--- config.mk ---
export PLATFORM = sky130hd
export DESIGN_NAME = nonrestoring_divider_32
export DESIGN_NICKNAME = d
export VERILOG_FILES = /design/src/rtl/nonrestoring_divider_32.sv
export SDC_FILE = /design/constraint.sdc
export NUM_CORES = 1
export LEC_CHECK = 0
export ABC_AREA = 1
export CELL_PAD_IN_SITES_DETAIL_PLACEMENT = 1
export CELL_PAD_IN_SITES_GLOBAL_PLACEMENT = 2
export CORE_AREA = 2 2 176 247
export DETAILED_ROUTE_END_ITERATION = 6
export DIE_AREA = 0 0 178 249
export MAX_ROUTING_LAYER = met4
export PLACE_DENSITY_LB_ADDON = 0.1
export SLEW_MARGIN = 40
export SYNTH_ARGS = -nofsm -noshare
export SYNTH_HDL_FRONTEND = slang
export SYNTH_SLANG_ARGS = --single-unit
--- constraint.sdc ---
create_clock -name clk -period 6.1 [get_ports clk]
set_clock_uncertainty 0.2 [all_clocks]
set_input_delay 1.22 -clock clk [delete_from_list [all_inputs] [get_ports clk]]
set_output_delay 1.22 -clock clk [all_outputs]
set_load 0.01 [all_outputs]
--- src/rtl/nonrestoring_divider_32.sv ---
// Sequential non-restoring integer divider (DIV/DIVU) for the MIPS32 HI/LO path.
// One quotient bit per clock; operands are reduced to magnitudes up front and
// the result signs are applied in a single fix-up cycle.
module nonrestoring_divider_32 #(
  parameter int WIDTH = 32
) (
  input  logic             clk,
  input  logic             rst,
  input  logic             start,
  input  logic             signed_op,
  input  logic [WIDTH-1:0] dividend,
  input  logic [WIDTH-1:0] divisor,
  output logic             busy,
  output logic             done,
  output logic [WIDTH-1:0] quotient,
  output logic [WIDTH-1:0] remainder,
  output logic             div_by_zero
);

  localparam int CW = $clog2(WIDTH);

  typedef enum logic [1:0] {
    S_IDLE,
    S_CALC,
    S_FIX,
    S_DONE
  } state_t;

  // Control state (reset)
  state_t          state_q, state_d;
  logic [CW-1:0]   count_q, count_d;
  logic [WIDTH-1:0] quot_q, quot_d;
  logic [WIDTH-1:0] rem_q, rem_d;
  logic            dbz_q, dbz_d;

  // Datapath state (no reset needed; always loaded before use)
  logic signed [WIDTH:0] p_q, p_d;
  logic [WIDTH-1:0]      a_q, a_d;
  logic [WIDTH-1:0]      dv_q, dv_d;
  logic                  qneg_q, qneg_d;
  logic                  rneg_q, rneg_d;

  // Combinational step values
  logic [WIDTH:0]        p_shift;
  logic [WIDTH:0]        addend;
  logic [WIDTH:0]        cin_vec;
  logic                  sub_op;
  logic signed [WIDTH:0] p_step;
  logic signed [WIDTH:0] p_fix;
  logic                  sgn_a;
  logic                  sgn_b;

  // Two's-complement negate when neg is set; also yields |v| for a negative v.
  // The magnitude of the most negative value stays correct as an unsigned WIDTH-bit value.
  function automatic logic [WIDTH-1:0] cond_neg(input logic [WIDTH-1:0] v, input logic neg);
    return neg ? (~v + WIDTH'(1)) : v;
  endfunction

  // One non-restoring step: shift {P,A} left, then subtract D if P was
  // non-negative, otherwise add D. Subtraction is D inverted plus carry-in.
  // P only needs WIDTH+1 bits: the post-step value always lies in [-D, D).
  always_comb begin
    p_shift = {p_q[WIDTH-1:0], a_q[WIDTH-1]};
    sub_op  = ~p_q[WIDTH];
    addend  = {1'b0, dv_q} ^ {(WIDTH+1){sub_op}};
    cin_vec = {{WIDTH{1'b0}}, sub_op};
    p_step  = $signed(p_shift + addend + cin_vec);
    p_fix   = p_q[WIDTH] ? (p_q + $signed({1'b0, dv_q})) : p_q;
    sgn_a   = signed_op & dividend[WIDTH-1];
    sgn_b   = signed_op & divisor[WIDTH-1];
  end

  // Next-state and next-value logic for the IDLE -> CALC -> FIX -> DONE sequence
  always_comb begin
    state_d = state_q;
    count_d = count_q;
    quot_d  = quot_q;
    rem_d   = rem_q;
    dbz_d   = dbz_q;
    p_d     = p_q;
    a_d     = a_q;
    dv_d    = dv_q;
    qneg_d  = qneg_q;
    rneg_d  = rneg_q;
    unique case (state_q)
      S_IDLE: begin
        if (start) begin
          a_d     = cond_neg(dividend, sgn_a);
          dv_d    = cond_neg(divisor, sgn_b);
          p_d     = '0;
          count_d = '0;
          qneg_d  = sgn_a ^ sgn_b;
          rneg_d  = sgn_a;
          if (divisor == '0) begin
            quot_d  = '1;
            rem_d   = dividend;
            dbz_d   = 1'b1;
            state_d = S_DONE;
          end else begin
            state_d = S_CALC;
          end
        end
      end
      S_CALC: begin
        p_d     = p_step;
        a_d     = {a_q[WIDTH-2:0], ~p_step[WIDTH]};
        count_d = count_q + CW'(1);
        if (count_q == CW'(WIDTH-1)) begin
          state_d = S_FIX;
        end
      end
      S_FIX: begin
        p_d     = p_fix;
        quot_d  = cond_neg(a_q, qneg_q);
        rem_d   = cond_neg(p_fix[WIDTH-1:0], rneg_q);
        dbz_d   = 1'b0;
        state_d = S_DONE;
      end
      S_DONE: begin
        state_d = S_IDLE;
      end
      default: begin
        state_d = S_IDLE;
      end
    endcase
  end

  // Control and result registers, cleared by synchronous reset (also aborts an operation)
  always_ff @(posedge clk) begin
    if (rst) begin
      state_q <= S_IDLE;
      count_q <= '0;
      quot_q  <= '0;
      rem_q   <= '0;
      dbz_q   <= 1'b0;
    end else begin
      state_q <= state_d;
      count_q <= count_d;
      quot_q  <= quot_d;
      rem_q   <= rem_d;
      dbz_q   <= dbz_d;
    end
  end

  // Datapath registers: partial remainder, dividend/quotient shifter, divisor, result signs
  always_ff @(posedge clk) begin
    p_q    <= p_d;
    a_q    <= a_d;
    dv_q   <= dv_d;
    qneg_q <= qneg_d;
    rneg_q <= rneg_d;
  end

  assign busy        = (state_q == S_CALC) || (state_q == S_FIX);
  assign done        = (state_q == S_DONE);
  assign quotient    = quot_q;
  assign remainder   = rem_q;
  assign div_by_zero = dbz_q;

endmodule

==> metrics.csv, run 1 <==
metric,value,unit
post-CTS setup repair buffer count,0,
Starting Density,35.6,%
Post-synth top flop,edfxtp_1,
Worst Hold Class,flop to flop,
sequential element share of the synthesized area,29.6,%
WL per Instance,21.0,um
slew of the pin with the lowest slew margin,877,ps
Rel. slew slack,40.8,%
CTS max path bufs,2,
leading area contributor after synthesis,edfxtp_1,
pin count of the biggest net entering global routing,51,
Post-Synthesis Cells,2247,
syn_area_per_cell,6.65,um^2
total power,0.0104,W
Final Cycle Share,72.9,%
Max stage delay on crit path,510,ps
leakage power,7.73,nW
Max VDD drop,0.263,mV
top-area cell type share of the netlist area,19.9,%
synth top area cells,"edfxtp_1 20%, nand2_1 14%, dfxtp_1 9.7%",
"delay-heaviest family, CP",buffers and inverters,
global-route wire length before repair,94400,um
synth warn,0,
Die Span X,178,um
Setup TNS,0,ps
Pwr per Cell Area,596,nW/um^2
Worst Setup Start Kind,input port,
RSZ-0062 raised after global routing,no,
number of global-route vias before repair,16300,
area of the die,44300,um^2
Pins Over Slew Limit,0,
asr flop ratio synth,0,%
arrival time at the worst endpoint,4610,ps
Post-DRT Antenna Nets,0,
CP Capture Type,flop,
Seq cells post-synth,171,
# port buffers,134,
TritonCTS Buffers,17,
hold_buf cts,0,
Synth Net Count,2390,
via count,15500,
DR vias/cell,5.30,
cell row count,89,
"Top cell by count, worst path",nor2_1,
CP required,6260,ps
clock sink count,171,
number of hold violations in the final report,0,
Fmax,225,MHz
CTS tree,yes,
Max Cap Violations,0,
CTS root buf,clkbuf_16,
grt ovf,0,
Post-Route WL,61300,um
final-report setup violation count,0,
GRT Util Overall,28.9,%
post-cts gate resize count,0,
CORE AREA,42000,um^2
"EDFF count, synth",99,
routability congestion estimate,0.950,
CP max FO,40,
drt pass-1 iters,5,
worst path bufs/invs,5,
Worst path slowest cell,inv_2,
initial antenna violation count,5,
Yosys cell types,59,
min cycle time layout,4450,ps
Syn-to-layout area delta,16.8,%
Layout Nets,2496,
layout cells sized above 1,7.52,%
starting DRC count in detailed routing,749,
"CTS clk-pin slew, worst paths",80,ps
synthesized cell area,14900,um^2
run status,completed,
critical path class,input port to flop,
fill count,5438,
Remaining DRCs,0,
# IOs,135,
worst skew pair latency,470,ps
CP cell instances,clkdlybuf4s50_1 > inv_1 > ha_1 > nand4_2 > nor3_4 > nand4_1 > nor2_1 > nand3_1 > nor2_1 > a21oi_2 > buf_4 > inv_2 > buf_12 > o21ai_0 > a21oi_1 > nor2_1,
CTS H-Tree Depth,4,
Final HPWL DP,49500,um
die height,249,um
final cells by class:
class	instances	area (um^2)	share of cell area (%)
multi-input cells	1698	9080	52.1
flip-flops and latches	171	4410	25.3
repair buffers	151	1490	8.56
inverters	314	1180	6.75
well taps	546	683	3.92
clock buffers	21	483	2.77
clock inverters	11	98.8	0.566
diodes	5	12.5	0.0717
worst reg2reg max path, cell delays in order (launching register included):
cell	delay, ps
edfxtp_1	430
buf_12	210
xnor2_1	370
fa_1	270
nand2_1	70
o21ai_1	290
a21oi_1	140
o21ai_1	220
a21oi_1	150
o21ai_1	250
nand2_1	90
nand3_1	170
nand2_1	100
nand3b_1	100
nand3_1	320
o21a_1	250
state kept, by name, indices dropped and copies added (netlist names), 2 cells and up:
signal and cells:
dv_q 32, count_q 5, remainder 32, p_q 33, quotient 32, state_q 2
a_q 32
logic make-up (layout without fill, tap and decap cells):
family,after synthesis,in the layout,synth area share (%)
simple gates,1071,1071,32.5
fa+ha+maj,75,75,6.38
xor+xnor,85,85,4.98
compound gates,467,467,16.8
other cells,0,5,0
buf+inv,378,497,9.75
flops,171,171,29.6
stage by stage:
step / instance area (um^2) / hold WS (ps) / cells / setup slack [ps] / util, %
floorplan: 14900 / 245 / 2247 / 2470 / -
detailed placement: 16900 / 264 / 2880 / 1200 / 40.1
finish: 17400 / 272 / 2917 / 1650 / 41.6
global route: 17400 / 306 / 2917 / 1370 / 41.6
CTS: 17400 / 276 / 2912 / 1690 / 41.5
global placement: 16900 / 258 / 2880 / 1320 / 40.1
synth_stat cells, types with 5 or more instances:
library cell	n
a21oi_1	204
a31oi_1	23
buf_1	5
buf_2	15
buf_4	5
clkbuf_1	39
dfxtp_1	72
edfxtp_1	99
ha_1	73
inv_1	297
inv_2	13
nand2_1	554
nand2_2	25
nand3_1	146
nand3_2	16
nand3b_1	9
nand4_1	27
nor2_1	186
nor2_2	17
nor2_4	5
nor3_1	26
nor4_1	11
o211ai_1	10
o21a_1	8
o21ai_0	172
o21ai_1	17
o31ai_1	8
or2_2	28
xnor2_1	44
xor2_1	41
worst paths after layout:
kind                                   start       endpoint  slack [ps]  cells after the start
worst max-delay path              divisor[0]  remainder[17]        1650                     16
worst min-delay path            remainder[1]   remainder[1]         270                      2
worst max register to register       p_q[32]         a_q[0]        2240                     15
worst min register to register  remainder[1]   remainder[1]         270                      2
cells in the final DEF, fill, tap and decap left out, types with 16 or more instances in the layout:
master	count
xnor2_1	44
or2_2	28
o21ai_1	16
nand2_2	26
edfxtp_1	99
xor2_1	41
nor2_1	186
a31oi_1	23
clkbuf_16	19
inv_2	16
a21oi_1	203
o21ai_0	172
nor3_1	26
ha_1	72
nand2_1	553
inv_1	294
nand4_1	27
nand3_1	146
clkdlybuf4s50_1	134
dfxtp_1	72
nand3_2	16
nor2_2	17
routing by layer:
layer,share of wire (%),vias up,global-route usage (%)
met5,0,-,-
met4,4.6,0,13.2
met3,2.6,103,2.82
met2,50,287,50.2
met1,42,7414,33.1
li1,-,7652,-
where the power goes:
part / internal (W) / leakage, nW / switching [W] / total [W]
combinational: 0.00218 / 5.90 / 0.00491 / 0.00710
sequential: 0.00175 / 1.55 / 0.000405 / 0.00216
clock: 0.000585 / 0.287 / 0.000558 / 0.00114
total: 0.00452 / 7.73 / 0.00588 / 0.0104
No activity file was read; power rests on OpenSTA's default activity.
==> inputs of run 2 (changes only) <==
- CORE_AREA: 2 2 176 247 -> 2 2 192 270
- DIE_AREA: 0 0 178 249 -> 0 0 194 272
- clock period: 6.1 -> 3.85 ns (I/O delays scaled with it)
==> run 2 against run 1 <==
Against the previous run: routed wire length is 5.4% higher; design area is 4.3% higher; core utilization is 5.5 points lower; critical endpoint is now a_q[0]; largest cell class unchanged.
==> metrics.csv, run 2 (synthesis results as in run 1) <==
metric,value,unit
Fmax,273,MHz
Crit path depth,18,
critical path class,flop to flop,
"commonest cells after routing, fill and taps aside","554 x nand2_1, 296 x inv_1, 203 x a21oi_1, 184 x nor2_1, 172 x o21ai_0",
"Top cell by count, worst path",nand2_1,
Pins Over Slew Limit,0,
starting DRC count in detailed routing,643,
CTS H-Tree Depth,4,
DR vias/cell,5.01,
hold_buf cts,0,
Post-Place Cell Area,17600,um^2
pin count of the biggest net entering global routing,52,
Max stage delay on crit path,600,ps
routability congestion estimate,0.907,
final-report setup violation count,0,
run status,completed,
CTS root buf,clkbuf_16,
Post-DRT Antenna Nets,0,
layout cells sized above 1,10.3,%
arrival time at the worst endpoint,3700,ps
Max Cap Violations,0,
Final Cycle Share,95.2,%
area of the die,52800,um^2
Pwr per Cell Area,931,nW/um^2
Starting Density,29.6,%
hold_ws,276,ps
drt pass-1 iters,4,
number of global-route vias before repair,16400,
CP max FO,5,
Final HPWL DP,53900,um
"most common cell after layout, fill and taps aside",nand2_1,
CORE AREA,50500,um^2
CTS max path bufs,2,
via count,15500,
Inst Count DP,3052,
total power,0.0170,W
number of hold violations in the final report,0,
cell row count,98,
worst skew pair latency,470,ps
global-route wire length before repair,97600,um
Layout Nets,2565,
Syn-to-layout area delta,21.9,%
largest register by flop count,p_q,
Max VDD drop,0.363,mV
Worst Hold Class,flop to flop,
Worst Setup Start Kind,flop,
# port buffers,134,
CP Capture Type,flop,
CP required,3890,ps
leakage power,8.10,nW
n_diodes,0,
clock sink count,171,
Remaining DRCs,0,
r2r worst-path depth,18,
Worst path slowest cell,edfxtp_1,
# IOs,135,
CTS tree,yes,
"delay-heaviest family, CP",compound AO/OA/AOI/OAI gates,
WHS Path Cells,2,
die height,272,um
WL per Instance,20.9,um
min cycle time layout,3670,ps
CP cell instances,nand2_1 > o21a_1 > inv_1 > fa_1 > nand2_1 > o21ai_1 > a21oi_1 > o21ai_1 > a21oi_1 > o21ai_1 > nand2_1 > nand3_1 > nand2_1 > nand2_1 > nand2_1 > nand3_1 > buf_4 > o21a_1,
grt ovf,0,
Layout Cells excl Fill,3085,
Die Span X,194,um
TritonCTS Buffers,17,
GRT Util Overall,25.1,%
initial antenna violation count,1,
slew of the pin with the lowest slew margin,791,ps
Post-Route WL,64600,um
worst path bufs/invs,2,
"CTS clk-pin slew, worst paths",80,ps
final instance area,18200,um^2
Rel. slew slack,47.1,%
Setup TNS,0,ps
max FFs per register,33,
run 2: cell count changes in the layout (fill, tap and decap cells not counted), moves of 2 or more:
cell       delta
buf_4        +63
buf_12        +6
clkinv_8      +3
nor2_1        -2
clkbuf_16     -2
diode_2       -5
clkbuf_1      -2
inv_2         -2
inv_1         +2
run 2: worst register-to-register path, cell delays in order (launching register included):
cell and delay, ps:
edfxtp_1 600, nand2_1 140, o21a_1 150, inv_1 60, fa_1 400, nand2_1 90
o21ai_1 100, a21oi_1 190, o21ai_1 120, a21oi_1 260, o21ai_1 150, nand2_1 80
nand3_1 200, nand2_1 180, nand2_1 80, nand2_1 60, nand3_1 60, buf_4 200
o21a_1 120
run 2: through the flow:
stage               setup WS (ps)  util [%]
finish                        184      36.0
global route               -0.483      36.0
CTS                          64.6      36.0
detailed placement          -97.7      34.8
global placement            -70.0      34.8
floorplan                     221         -
run 2: cell type report:
type                       instances  area [um^2]
sequential                       171         4410
timing repair buffer             220         2090
clock inverter                    15          178
tap                              650          813
fill                            6398        32300
inverter                         314         1180
multi-input combinational       1698         9110
clock buffer                      17          425
run 2: worst paths after layout:
path	startpoint	end	slack, ps
worst max-delay path	a_q[31]	a_q[0]	180
worst min-delay path	count_q[4]	count_q[4]	280
worst max register to register	a_q[31]	a_q[0]	180
worst min register to register	count_q[4]	count_q[4]	280
run 2: power by group:
part,internal (W),switching (W)
clock network,0.000930,0.000957
logic,0.00374,0.00795
registers,0.00277,0.000603
run 2: what timing repair did:
item / 4_1_cts / 5_1_grt
gates resized for setup: 0 / 6
buffers inserted: 0 / 1
setup endpoints to repair: 0 / 8
run 2: metal layers:
| layer | vias to the layer above | wire length, um | global-route usage [%] |
|---|---|---|---|
| met2 | 208 | 35400 | 47.9 |
| li1 | 7770 | - | - |
| met4 | 0 | 2010 | 8.49 |
| met3 | 77 | 1140 | 2.09 |
| met1 | 7411 | 26100 | 27.0 |
| met5 | - | 0 | - |
